`src/rtl/gray_counter.sv`:
```
// Free-running Gray-code counter with a registered binary mirror, a registered
// terminal-count flag and a sticky single-bit-change self-check.
module gray_counter #(
  parameter int WIDTH = 4
) (
  input  logic             clk,
  input  logic             reset,
  output logic [WIDTH-1:0] gray,
  output logic [WIDTH-1:0] bin,
  output logic             tc,
  output logic             err
);

  localparam logic [WIDTH-1:0] LAST_CODE = {1'b1, {(WIDTH-1){1'b0}}};
  localparam logic [WIDTH-1:0] ONE       = {{(WIDTH-1){1'b0}}, 1'b1};

  logic [WIDTH-1:0] b_q, b_d;
  logic [WIDTH-1:0] g_q, g_d;
  logic [WIDTH-1:0] p_q;
  logic             tc_q, tc_d;
  logic             err_q, err_d;
  logic             armed_q;
  logic [WIDTH-1:0] diff;
  logic             one_hot;

  // Gray is encoded from the next binary value so it is a direct register load.
  always_comb begin
    b_d     = b_q + ONE;
    g_d     = b_d ^ (b_d >> 1);
    tc_d    = (g_d == LAST_CODE);
    diff    = g_q ^ p_q;
    one_hot = (diff != '0) && ((diff & (diff - ONE)) == '0);
    err_d   = err_q | (armed_q & ~one_hot);
  end

  // p trails g by one edge; the first edge after reset has no valid history.
  always_ff @(posedge clk or negedge reset) begin
    if (!reset) begin
      b_q     <= '0;
      g_q     <= '0;
      p_q     <= '0;
      tc_q    <= 1'b0;
      err_q   <= 1'b0;
      armed_q <= 1'b0;
    end else begin
      b_q     <= b_d;
      g_q     <= g_d;
      p_q     <= g_q;
      tc_q    <= tc_d;
      err_q   <= err_d;
      armed_q <= 1'b1;
    end
  end

  assign gray = g_q;
  assign bin  = b_q;
  assign tc   = tc_q;
  assign err  = err_q;

endmodule

```
`config.mk`:
```
export PLATFORM = sky130hd
export DESIGN_NAME = gray_counter
export DESIGN_NICKNAME = d
export VERILOG_FILES = /design/src/rtl/gray_counter.sv
export SDC_FILE = /design/constraint.sdc
export NUM_CORES = 1
export LEC_CHECK = 0
export CAP_MARGIN = 20
export CELL_PAD_IN_SITES_DETAIL_PLACEMENT = 1
export CELL_PAD_IN_SITES_GLOBAL_PLACEMENT = 1
export CORE_MARGIN = 3
export CORE_UTILIZATION = 33
export CTS_CLUSTER_DIAMETER = 60
export DETAILED_ROUTE_END_ITERATION = 8
export GPL_TIMING_DRIVEN = 0
export HOLD_SLACK_MARGIN = 0.12
export PLACE_DENSITY = 0.77
export SLEW_MARGIN = 20
export SYNTH_ARGS = -nofsm -noshare
export SYNTH_HDL_FRONTEND = slang
export SYNTH_SLANG_ARGS = --single-unit
```
`constraint.sdc`:
```
create_clock -name clk -period 1.4 [get_ports clk]
set_clock_uncertainty 0.2 [all_clocks]
set_input_delay 0.28 -clock clk [delete_from_list [all_inputs] [get_ports clk]]
set_output_delay 0.28 -clock clk [all_outputs]
set_load 0.01 [all_outputs]
```
==> flow_summary.ini <==
[logic_synthesis]
syn_avg_cell_area_sq_um = 14.49
synthCells = 36
yosysUniqueCellTypes = 14
yosys.area.top_type = dfrtp_1
yosysTopAreaCellShare_pct = 67.15
ys_seq_elements = 14
ys_seq_area_share_pct = 67.15
yosys_warnings = 0
synth_area_sq_um = 521.8
synth.area.top_cells = dfrtp_1 67%, xor2_1 10%, ha_1 4.8%
synth_nets = 40

[setup_path]
required_ns = 0.92
r2r-end = tc
rrSetupSlack_ns = -0.09
arrival_ns = 1.04
cp_max_fo = 2
r2r_cells = 5
endpoint_kind = primary output
start_kind = register
path_class = reg -> out
r2r_start = bin[0]

[placement]
gp_congestion = 0.6963
port_buffers = 11
dpl-instance-area_sq_um = 674.4
post-dp-hpwl_um = 719.9

[grt]
grt_pass1_wl_mm = 2.049
antenna_found_initial = 0
grt_max_degree = 15
grt_use_met1_pct = 17.14
grtUsageMet3_pct = 3.162
grt-busiest-layer = met2
grt_pass1_vias = 423
grt-ovfl-total = 0
grt_usage_pct = 14.50
met2_usage_pct = 24.79

[die]
rows = 13
fp.dieH_um = 45.76
io_pins = 12
initial_core_util_pct = 37.74
die_w_um = 45.76
die_area_sq_um = 2094
coreArea_sq_um = 1383

[sta]
fmax_mhz = 657.2
fin_crit_sh_pct = 108.7
finalHoldViolCount = 0
setup_violations = 5
hold_slack_ns = 0.1969
rsz0062_at_grt = yes
finalMaxSlewViolations = 0
fin_crit_ns = 1.522
setup_ws_ns = -0.1216
slew_headroom_pct = 57.26
tightest_slew_ns = 0.6390

[power_and_ir_drop]
power_leakage_nw = 0.4366
power_frac_clock_pct = 36.0
switching_share_pct = 20.47
combPwrFrac_pct = 1.7
switchingPower_mw = 0.1334
powerDensity_nw_per_um2 = 710.9
sequentialPowerShare_pct = 62.2
vdd_ir_drop_max_v = 0.0004541
internal_power_mw = 0.5185

[cells_and_area]
design_area_sq_um = 917.1
final_util_pct = 66.33
layout_common_cells = 14 x buf_4, 12 x dfrtp_1, 6 x buf_6
area_delta_synth_final_pct = 75.78
nNetsFinal = 72
diodes = 0
layout-drive-gt1-share_pct = 64.18
mostFrequentLayoutCell = buf_4

[clocking]
cts.sinks = 14
numCtsBuffers = 3
cts_tree = built
clock_latency_ns = 0.27
h-tree-depth = 1
cts_buffer_depth = 2
cts-root-buf = clkbuf_4
path_clk_slew_ns = 0.08
hold_buffers = 0

[hold_path]
min_path_type = in -> async

[drt]
first_pass_iters = 4
detail_route.iter0.violations = 3
avgViaCountPerCell = 4.610
wl_per_cell_um = 14.95
via_count = 378
ant_nets = 0
drt_drc_violations_left = 0
wirelength_mm = 1.226

[job]
drv_cap = 0

[run_status]
violations = negative setup slack
outcome = finished, violations left
final cells by class:
cell class | count | area (sq um)
multi-input cells | 20 | 282.8
plain buffers | 1 | 11.26
fillers | 136 | 465.4
inverters | 1 | 3.754
flip-flops and latches | 14 | 352.8
clock buffers | 4 | 26.28
repair buffers | 27 | 221.5
well taps | 15 | 18.77
through the flow:
| stage | setup TNS, ns | setup slack (ns) | power, mW | instances |
|---|---|---|---|---|
| 3_3_place_gp | -0.3881 | -0.1508 | 0.4245 | 62 |
| 3_5_place_dp | -0.5333 | -0.1634 | 0.4256 | 62 |
| 4_1_cts | -0.4110 | -0.1254 | 0.6620 | 77 |
| 6_report | -0.2975 | -0.1216 | 0.6520 | 82 |
| 5_1_grt | -0.6350 | -0.1629 | 0.6839 | 82 |
| 2_1_floorplan | 0 | 0.009456 | 0.4148 | 36 |
kinds of logic after synthesis:
family	count (synthesis)	share of synthesized area (%)
buffers and inverters	2	2.158
adder cells (fa/ha/maj)	2	4.795
XOR/XNOR	9	16.55
flip-flops	14	67.15
other	1	0.7187
AND/OR/NAND/NOR	6	5.756
AO/OA/AOI/OAI	2	2.877
layer usage:
metal  share of wire [%]  up-vias
met5                   0        -
met4                 1.4        0
met3                 2.5        2
met2                  56        8
met1                  40      196
li1                    -      172
power by group through the flow:
stage	clock network [mW]	logic, mW	registers, mW
final	0.235	0.0113	0.406
after CTS	0.244	0.0118	0.406
after floorplan	0	0.000938	0.414
after global routing	0.265	0.0132	0.406
after detailed placement	0	0.0117	0.414
after global placement	0	0.0107	0.414
flip-flops by register name (all words and copies together), names as in the netlist:
register	cells
p_q	4
err	1
gray	3
tc	1
bin	4
armed_q	1
worst max-delay path, cell delays in order, from the launching register on:
cell     delay, ns
dfrtp_2       0.42
buf_4         0.14
buf_6         0.11
buf_6         0.11
worst max path at each step:
| stage | startpoint | to | slack, ns | cells after the start |
|---|---|---|---|---|
| 2_1_floorplan | bin[0] | tc | 0.009 | 4 |
| 3_3_place_gp | bin[3] | gray[3] | -0.15 | 2 |
| 3_5_place_dp | bin[3] | gray[3] | -0.16 | 2 |
| 4_1_cts | bin[0] | tc | -0.13 | 5 |
| 5_1_grt | bin[0] | bin[0] | -0.16 | 3 |
| 6_report | bin[0] | bin[0] | -0.12 | 3 |
synth_stat cells:
library cell and number:
nand3_1 1, ha_1 2, nand2_1 1, nor4_1 1
nor3b_1 1, nor2_1 2, conb_1 1, inv_1 1
xnor2_1 2, a211oi_1 2, xor2_1 6, dfrtp_1 14
xnor2_2 1, buf_4 1
repair_timing:
| item | in CTS | in global routing |
|---|---|---|
| pin swaps | 2 | 3 |
| buffers inserted | 11 | 5 |
| setup endpoints to repair | 13 | 9 |
| gates resized for setup | 42 | 11 |
Power figures use the tool's default switching activity.
